`config.mk`:
```
export PLATFORM = sky130hd
export DESIGN_NAME = display_source_arbiter_flat
export DESIGN_NICKNAME = d
export VERILOG_FILES = /design/src/rtl/display_source_arbiter_pkg.sv /design/src/rtl/display_source_arbiter_if.sv /design/src/rtl/display_source_arbiter_sanitizer.sv /design/src/rtl/display_source_arbiter.sv /design/src/flat_wrapper.sv
export SDC_FILE = /design/constraint.sdc
export NUM_CORES = 1
export LEC_CHECK = 0
export ABC_AREA = 0
export CAP_MARGIN = 10
export CORE_MARGIN = 10
export CORE_UTILIZATION = 40
export CTS_CLUSTER_DIAMETER = 80
export DETAILED_ROUTE_END_ITERATION = 16
export GPL_TIMING_DRIVEN = 0
export PLACE_DENSITY = 0.66
export SETUP_SLACK_MARGIN = 0.4
export SLEW_MARGIN = 10
export SYNTH_ARGS = -nofsm -noshare
export SYNTH_HDL_FRONTEND = slang
export SYNTH_HIERARCHICAL = 1
export SYNTH_SLANG_ARGS = --single-unit
export TNS_END_PERCENT = 30
```
`constraint.sdc`:
```
create_clock -name CLK -period 5.7 [get_ports CLK]
set_clock_uncertainty 0.15 [all_clocks]
set_input_delay 0.57 -clock CLK [delete_from_list [all_inputs] [get_ports CLK]]
set_output_delay 0.57 -clock CLK [all_outputs]
set_load 0.05 [all_outputs]
```
`src/rtl/display_source_arbiter_pkg.sv`:
```
// Shared types and constants for the display source arbiter.
package display_arb_pkg;

  typedef enum logic {LIVE, HOLD} arb_state_e;

  localparam logic [1:0] SRC_LIVE = 2'd0;
  localparam logic [1:0] SRC_TARE = 2'd1;
  localparam logic [1:0] SRC_ERR  = 2'd2;

  localparam int unsigned SIGN_BIT        = 24;
  localparam int unsigned VALUE_W         = 25;
  localparam int unsigned DEFAULT_MAX_MAG = 9_999_999;

  // Message priority: err always wins over tare.
  function automatic logic [1:0] pick_msg(input logic err_req);
    return err_req ? SRC_ERR : SRC_TARE;
  endfunction

endpackage

```
`src/rtl/display_source_arbiter_if.sv`:
```
// Request/ack bundle between the three display requesters and the arbiter.
interface display_source_arbiter_if;
  import display_arb_pkg::*;

  logic               LIVE_VALID;
  logic [VALUE_W-1:0] LIVE_VALUE;
  logic               LIVE_ACK;
  logic               TARE_VALID;
  logic [VALUE_W-1:0] TARE_VALUE;
  logic               TARE_ACK;
  logic               ERR_VALID;
  logic [VALUE_W-1:0] ERR_VALUE;
  logic               ERR_ACK;
  logic [VALUE_W-1:0] SIGNED_INT_DISPLAY;
  logic [1:0]         ACTIVE_SRC;
  logic               UPDATE;

  // Requester side.
  modport master (
    output LIVE_VALID, LIVE_VALUE, TARE_VALID, TARE_VALUE, ERR_VALID, ERR_VALUE,
    input  LIVE_ACK, TARE_ACK, ERR_ACK, SIGNED_INT_DISPLAY, ACTIVE_SRC, UPDATE
  );

  // Arbiter side.
  modport slave (
    input  LIVE_VALID, LIVE_VALUE, TARE_VALID, TARE_VALUE, ERR_VALID, ERR_VALUE,
    output LIVE_ACK, TARE_ACK, ERR_ACK, SIGNED_INT_DISPLAY, ACTIVE_SRC, UPDATE
  );

endinterface

```
`src/rtl/display_source_arbiter_sanitizer.sv`:
```
// Saturates the magnitude to what 7 BCD digits can show and folds -0 into +0.
module display_value_sanitizer
  import display_arb_pkg::*;
#(
  parameter int unsigned MAX_MAG = DEFAULT_MAX_MAG
) (
  input  logic [VALUE_W-1:0] value_i,
  output logic [VALUE_W-1:0] value_o
);

  localparam logic [SIGN_BIT-1:0] MaxMag = MAX_MAG[SIGN_BIT-1:0];

  logic                sign;
  logic [SIGN_BIT-1:0] mag;

  // Clamp magnitude, then normalise negative zero.
  always_comb begin
    sign = value_i[SIGN_BIT];
    mag  = value_i[SIGN_BIT-1:0];
    if (mag > MaxMag) mag = MaxMag;
    if (mag == '0) sign = 1'b0;
    value_o = {sign, mag};
  end

endmodule

```
`src/rtl/display_source_arbiter.sv`:
```
// Shares one signed display driver between live weight, tare and error messages.
// Live samples are rate-limited; granted messages stay up for a fixed hold time.
module display_source_arbiter
  import display_arb_pkg::*;
#(
  parameter int unsigned REFRESH_TICKS = 10_000_000,
  parameter int unsigned HOLD_TICKS    = 50_000_000,
  parameter int unsigned MAX_MAG       = DEFAULT_MAX_MAG
) (
  input logic                     CLK,
  input logic                     RST_N,
  display_source_arbiter_if.slave bus
);

  localparam int unsigned RefW  = (REFRESH_TICKS > 1) ? $clog2(REFRESH_TICKS) : 1;
  localparam int unsigned HoldW = (HOLD_TICKS > 1) ? $clog2(HOLD_TICKS) : 1;
  localparam logic [RefW-1:0]  RefMax   = RefW'(REFRESH_TICKS - 1);
  localparam logic [HoldW-1:0] HoldInit = HoldW'(HOLD_TICKS - 1);

  arb_state_e         state_q, state_d;
  logic [RefW-1:0]    refresh_q, refresh_d;
  logic [HoldW-1:0]   hold_q, hold_d;
  logic [VALUE_W-1:0] disp_q, disp_d;
  logic [1:0]         src_q, src_d;
  logic               live_ack_q, live_ack_d;
  logic               tare_ack_q, tare_ack_d;
  logic               err_ack_q, err_ack_d;
  logic               update_q, update_d;

  logic               live_req, tare_req, err_req;
  logic               load;
  logic [1:0]         grant_sel;
  logic [VALUE_W-1:0] grant_value, clean_value;

  // A request seen while its own ack is high is the one just granted.
  assign live_req = bus.LIVE_VALID && !live_ack_q;
  assign tare_req = bus.TARE_VALID && !tare_ack_q;
  assign err_req  = bus.ERR_VALID  && !err_ack_q;

  // Select the value of the source being granted this cycle.
  always_comb begin
    case (grant_sel)
      SRC_ERR:  grant_value = bus.ERR_VALUE;
      SRC_TARE: grant_value = bus.TARE_VALUE;
      default:  grant_value = bus.LIVE_VALUE;
    endcase
  end

  display_value_sanitizer #(
    .MAX_MAG (MAX_MAG)
  ) u_sanitizer (
    .value_i (grant_value),
    .value_o (clean_value)
  );

  // Arbitration, refresh rate limit and hold timing.
  always_comb begin
    state_d   = state_q;
    refresh_d = refresh_q;
    hold_d    = hold_q;
    src_d     = src_q;
    disp_d    = disp_q;
    load      = 1'b0;
    grant_sel = SRC_LIVE;

    case (state_q)
      LIVE: begin
        if (err_req || tare_req) begin
          grant_sel = pick_msg(err_req);
          load      = 1'b1;
          hold_d    = HoldInit;
          state_d   = HOLD;
        end else if (live_req && (refresh_q == RefMax)) begin
          load      = 1'b1;
          refresh_d = '0;
        end else if (refresh_q != RefMax) begin
          refresh_d = refresh_q + 1'b1;
        end
      end
      HOLD: begin
        if ((src_q == SRC_TARE && err_req) || (hold_q == '0 && (err_req || tare_req))) begin
          grant_sel = pick_msg(err_req);
          load      = 1'b1;
          hold_d    = HoldInit;
        end else if (hold_q == '0) begin
          // Primed so a waiting live sample goes up on the very next cycle.
          state_d   = LIVE;
          src_d     = SRC_LIVE;
          refresh_d = RefMax;
        end else begin
          hold_d = hold_q - 1'b1;
        end
      end
      default: state_d = LIVE;
    endcase

    if (load) begin
      src_d  = grant_sel;
      disp_d = clean_value;
    end
    live_ack_d = load && (grant_sel == SRC_LIVE);
    tare_ack_d = load && (grant_sel == SRC_TARE);
    err_ack_d  = load && (grant_sel == SRC_ERR);
    update_d   = load;
  end

  // State and output registers with synchronous reset.
  always_ff @(posedge CLK) begin
    if (!RST_N) begin
      state_q    <= LIVE;
      refresh_q  <= RefMax;
      hold_q     <= '0;
      disp_q     <= '0;
      src_q      <= SRC_LIVE;
      live_ack_q <= 1'b0;
      tare_ack_q <= 1'b0;
      err_ack_q  <= 1'b0;
      update_q   <= 1'b0;
    end else begin
      state_q    <= state_d;
      refresh_q  <= refresh_d;
      hold_q     <= hold_d;
      disp_q     <= disp_d;
      src_q      <= src_d;
      live_ack_q <= live_ack_d;
      tare_ack_q <= tare_ack_d;
      err_ack_q  <= err_ack_d;
      update_q   <= update_d;
    end
  end

  assign bus.SIGNED_INT_DISPLAY = disp_q;
  assign bus.ACTIVE_SRC         = src_q;
  assign bus.LIVE_ACK           = live_ack_q;
  assign bus.TARE_ACK           = tare_ack_q;
  assign bus.ERR_ACK            = err_ack_q;
  assign bus.UPDATE             = update_q;

endmodule

```
`src/flat_wrapper.sv`:
```
// flat-port wrapper written by rule: the top's interface ports become plain ports
module display_source_arbiter_flat import display_arb_pkg::*;
#(
  parameter int unsigned REFRESH_TICKS = 10_000_000,
  parameter int unsigned HOLD_TICKS    = 50_000_000,
  parameter int unsigned MAX_MAG       = DEFAULT_MAX_MAG
)
  (CLK, RST_N, bus_LIVE_VALID, bus_LIVE_VALUE, bus_TARE_VALID, bus_TARE_VALUE, bus_ERR_VALID, bus_ERR_VALUE, bus_LIVE_ACK, bus_TARE_ACK, bus_ERR_ACK, bus_SIGNED_INT_DISPLAY, bus_ACTIVE_SRC, bus_UPDATE);
  display_source_arbiter_if bus_i ();
  input logic CLK;
  input logic RST_N;
  input wire logic [$bits(bus_i.LIVE_VALID)-1:0] bus_LIVE_VALID;
  input wire logic [$bits(bus_i.LIVE_VALUE)-1:0] bus_LIVE_VALUE;
  input wire logic [$bits(bus_i.TARE_VALID)-1:0] bus_TARE_VALID;
  input wire logic [$bits(bus_i.TARE_VALUE)-1:0] bus_TARE_VALUE;
  input wire logic [$bits(bus_i.ERR_VALID)-1:0] bus_ERR_VALID;
  input wire logic [$bits(bus_i.ERR_VALUE)-1:0] bus_ERR_VALUE;
  output wire logic [$bits(bus_i.LIVE_ACK)-1:0] bus_LIVE_ACK;
  output wire logic [$bits(bus_i.TARE_ACK)-1:0] bus_TARE_ACK;
  output wire logic [$bits(bus_i.ERR_ACK)-1:0] bus_ERR_ACK;
  output wire logic [$bits(bus_i.SIGNED_INT_DISPLAY)-1:0] bus_SIGNED_INT_DISPLAY;
  output wire logic [$bits(bus_i.ACTIVE_SRC)-1:0] bus_ACTIVE_SRC;
  output wire logic [$bits(bus_i.UPDATE)-1:0] bus_UPDATE;
  assign bus_i.LIVE_VALID = bus_LIVE_VALID;
  assign bus_i.LIVE_VALUE = bus_LIVE_VALUE;
  assign bus_i.TARE_VALID = bus_TARE_VALID;
  assign bus_i.TARE_VALUE = bus_TARE_VALUE;
  assign bus_i.ERR_VALID = bus_ERR_VALID;
  assign bus_i.ERR_VALUE = bus_ERR_VALUE;
  assign bus_LIVE_ACK = bus_i.LIVE_ACK;
  assign bus_TARE_ACK = bus_i.TARE_ACK;
  assign bus_ERR_ACK = bus_i.ERR_ACK;
  assign bus_SIGNED_INT_DISPLAY = bus_i.SIGNED_INT_DISPLAY;
  assign bus_ACTIVE_SRC = bus_i.ACTIVE_SRC;
  assign bus_UPDATE = bus_i.UPDATE;
  display_source_arbiter #(.REFRESH_TICKS(REFRESH_TICKS), .HOLD_TICKS(HOLD_TICKS), .MAX_MAG(MAX_MAG)) u_core (.CLK(CLK), .RST_N(RST_N), .bus(bus_i));
endmodule
```
==> flow_metrics.py <==
metrics = {
    "run_status": {
        "status": "completed",
    },
    "placed_design": {
        "routabilityCongestion": 0.907,
        "dpl.hpwl_um": 13500,
        "place_ws_ps": 176,
        "io_buffer_count": 110,
    },
    "sta": {
        "period_minus_slack_ps": 4930,
        "setup_viol": 0,
        "hold_viol": 0,
        "slew_violations": 0,
        "finalSetupTns_ps": 0,
        "relSlewSlack_pct": 38.7,
        "layout_setup_ws_ps": 770,
        "min_period_over_period_pct": 86.5,
        "rsz0062_at_grt": "no",
        "tightest_slew_ps": 916,
        "clock.fmax_ghz": 0.203,
    },
    "min_path": {
        "timing.hold.worst.class": "register to register",
    },
    "synthesis": {
        "seq_area_frac_synth_pct": 32.5,
        "yosys-top-cells-count": "dfxtp_1, nor2_1, nand2_1",
        "synth_cell_types": 66,
        "netlist_instances": 642,
        "yosysMostFrequentCell": "dfxtp_1",
        "synth_fp_nets": 728,
        "synth_top_area_cell": "dfxtp_1",
        "synth_top_area_share_pct": 32.5,
        "synth-async-reset-ratio_pct": 0,
        "yosysWarnings": 6,
        "synth_ff_type": "dfxtp_1",
        "ys_ff_latch": 82,
        "avgSynthCellArea_um2": 7.86,
        "syn_area_um2": 5040,
        "synth_area_leaders": "dfxtp_1, nor2_1, a21oi_1",
        "synth_edf_count": 0,
    },
    "cells_and_area": {
        "diodes": 0,
        "final_nets": 850,
        "final_layout_size_suffix_gt1_share_pct": 7.93,
        "final_util_pct": 55.3,
        "area_growth_pct": 33.3,
    },
    "global_route": {
        "grt_use_total_pct": 19.4,
        "grt_pass1_wl_um": 28000,
        "overflow": 0,
        "grt_start_max_net_pins": 15,
        "antenna_found_initial": 0,
        "first_global_vias": 5395,
    },
    "critical_path": {
        "cpMaxStageDelayCell": "nor4_1",
        "max_stage_delay_ps": 420,
        "path_class": "register to register",
        "cpMostUsedCell": "clkbuf_1",
        "required_ps": 5830,
        "worstPathMaxFanout": 10,
        "arrival_ps": 5060,
        "crit_chain": "nor4_1 -> nand4b_1 -> o31ai_4 -> clkbuf_2 -> nand3_1 -> inv_1 -> ha_1 -> clkbuf_1 -> clkbuf_1 -> a22oi_1 -> a21oi_2 -> and3_1 -> nand2_2 -> buf_2 -> o211ai_1 -> nand2_1 -> mux2i_1",
        "cp-end-kind": "register",
        "startpoint_type": "register",
    },
    "clock_network": {
        "htreeDepth": 3,
        "cts.sinks": 82,
        "numCtsBuffers": 9,
        "cts_root_buffer": "clkbuf_16",
        "clockBufferDepth": 2,
        "holdBufCountCts": 0,
        "cts_tree": "built",
        "clock_latency_ps": 350,
        "clk_pin_slew_ps": 60,
    },
    "pwr": {
        "fin_total_pwr_uw": 1980,
        "power-per-cell-area_nw_per_um2": 294,
        "ir_worst_vdd_v": 0.000170,
        "leakagePower_uw": 0.00251,
    },
    "floorplanning": {
        "start_util_pct": 41.5,
        "die_h_um": 132,
        "core_region_area_um2": 12200,
        "io_pins": 111,
        "num_rows": 40,
        "dieArea_um2": 17500,
        "die_w_um": 132,
    },
    "route": {
        "drtPass1Iterations": 5,
        "routedWlPerCell_um": 18.7,
        "drt_iter0_drc": 352,
        "viasPerCell": 5.83,
        "drc_errors": 0,
        "ant_nets": 0,
        "dr_total_vias": 5462,
        "drt-total-wl_um": 17500,
    },
    "job": {
        "maxCapViolCount": 0,
    },
}
## power breakdown
group / total [µW] / internal (µW) / switching [µW]
sequential: 670 / 625 / 45.0
combinational: 672 / 262 / 410
clock: 636 / 396 / 240
total: 1980 / 1280 / 694
## layer usage
layer	GRT usage [%]	vias up	wire, µm
li1	-	2606	-
met3	5.95	35	1210
met1	21.7	2593	6950
met5	0	-	0
met4	7.27	0	451
met2	33.9	228	8870
## final timing paths
check | start | endpoint | slack (ps) | cells past startpoint
worst min register to register | u_core/bus.SIGNED_INT_DISPLAY[3] | u_core/bus.SIGNED_INT_DISPLAY[3] | 310 | 2
worst max register to register | u_core/hold_q[16] | u_core/bus.SIGNED_INT_DISPLAY[3] | 770 | 17
worst max-delay path | u_core/hold_q[16] | u_core/bus.SIGNED_INT_DISPLAY[3] | 770 | 17
worst min-delay path | u_core/bus.SIGNED_INT_DISPLAY[3] | u_core/bus.SIGNED_INT_DISPLAY[3] | 310 | 2
## state kept, by name, indices dropped and copies added, names as in the netlist
register                       cells
u_core/bus.UPDATE                  1
u_core/state_q                     1
u_core/bus.ERR_ACK                 1
u_core/refresh_q                  24
u_core/bus.TARE_ACK                1
u_core/bus.ACTIVE_SRC              2
u_core/bus.SIGNED_INT_DISPLAY     25
u_core/hold_q                     26
u_core/bus.LIVE_ACK                1
## area by class of cell
type	instances	area, µm²
Multi-Input combinational cell	500	3150
Fill cell	1195	5440
Clock inverter	6	87.6
Tap cell	168	210
Inverter	15	56.3
Buffer	45	234
Timing Repair Buffer	111	1110
Sequential cell	82	1640
Clock buffer	10	239
## cell families (layout without fill, tap and decap cells)
group / Yosys count / in the layout / synth area share (%)
and+or+nand+nor: 274 / 274 / 27.5
AOI/OAI and AO/OA: 180 / 180 / 25.3
DFF: 82 / 82 / 32.5
buffers and inverters: 60 / 187 / 5.56
muxes: 25 / 25 / 4.96
xor gates and xnor gates: 15 / 15 / 2.60
adders and majority gates: 6 / 6 / 1.49
## stage by stage
stage	cells	cell area, µm²	hold slack [ps]
2_1_floorplan	642	5040	300
5_1_grt	937	6730	326
3_5_place_dp	920	6360	299
3_3_place_gp	920	6360	295
4_1_cts	936	6690	313
6_report	937	6730	311
## cell usage in the layout, fill, tap and decap left out, types with 6 or more instances in the layout
cell	Yosys	layout
clkdlybuf4s50_1	0	110
a31oi_1	7	7
o21ai_0	20	20
and2_1	7	7
inv_1	14	14
nand2_1	71	71
a211oi_1	7	7
a22oi_1	25	25
nor3_1	15	15
clkbuf_16	0	9
or4_1	6	6
mux2i_1	25	25
or2_2	6	6
and3_1	9	9
and4_1	7	7
xnor2_1	10	10
o2111a_1	8	8
or3_1	8	8
o211ai_1	19	19
clkbuf_2	0	8
nor4_1	11	10
o21a_1	12	12
nand4_1	8	8
nor2_1	79	79
clkbuf_1	37	29
nand3_1	21	21
dfxtp_1	82	82
a21oi_1	54	49
ha_1	6	6
## critical path, delay by kind of cell (launching register included)
family,cells,cell delay (ps)
buf+inv,5,1380
fa+ha+maj,1,140
flops,1,340
mux,1,130
simple gates,6,1560
compound gates,4,1150
## what timing repair did
item | CTS | global route
gates resized for setup | 4 | 16
setup buffers | 0 | 1
pin swaps | 0 | 2
endpoints found under the setup margin | 19 | 20
hold endpoints to repair | 0 | 0
No activity file was read; power rests on OpenSTA's default activity.
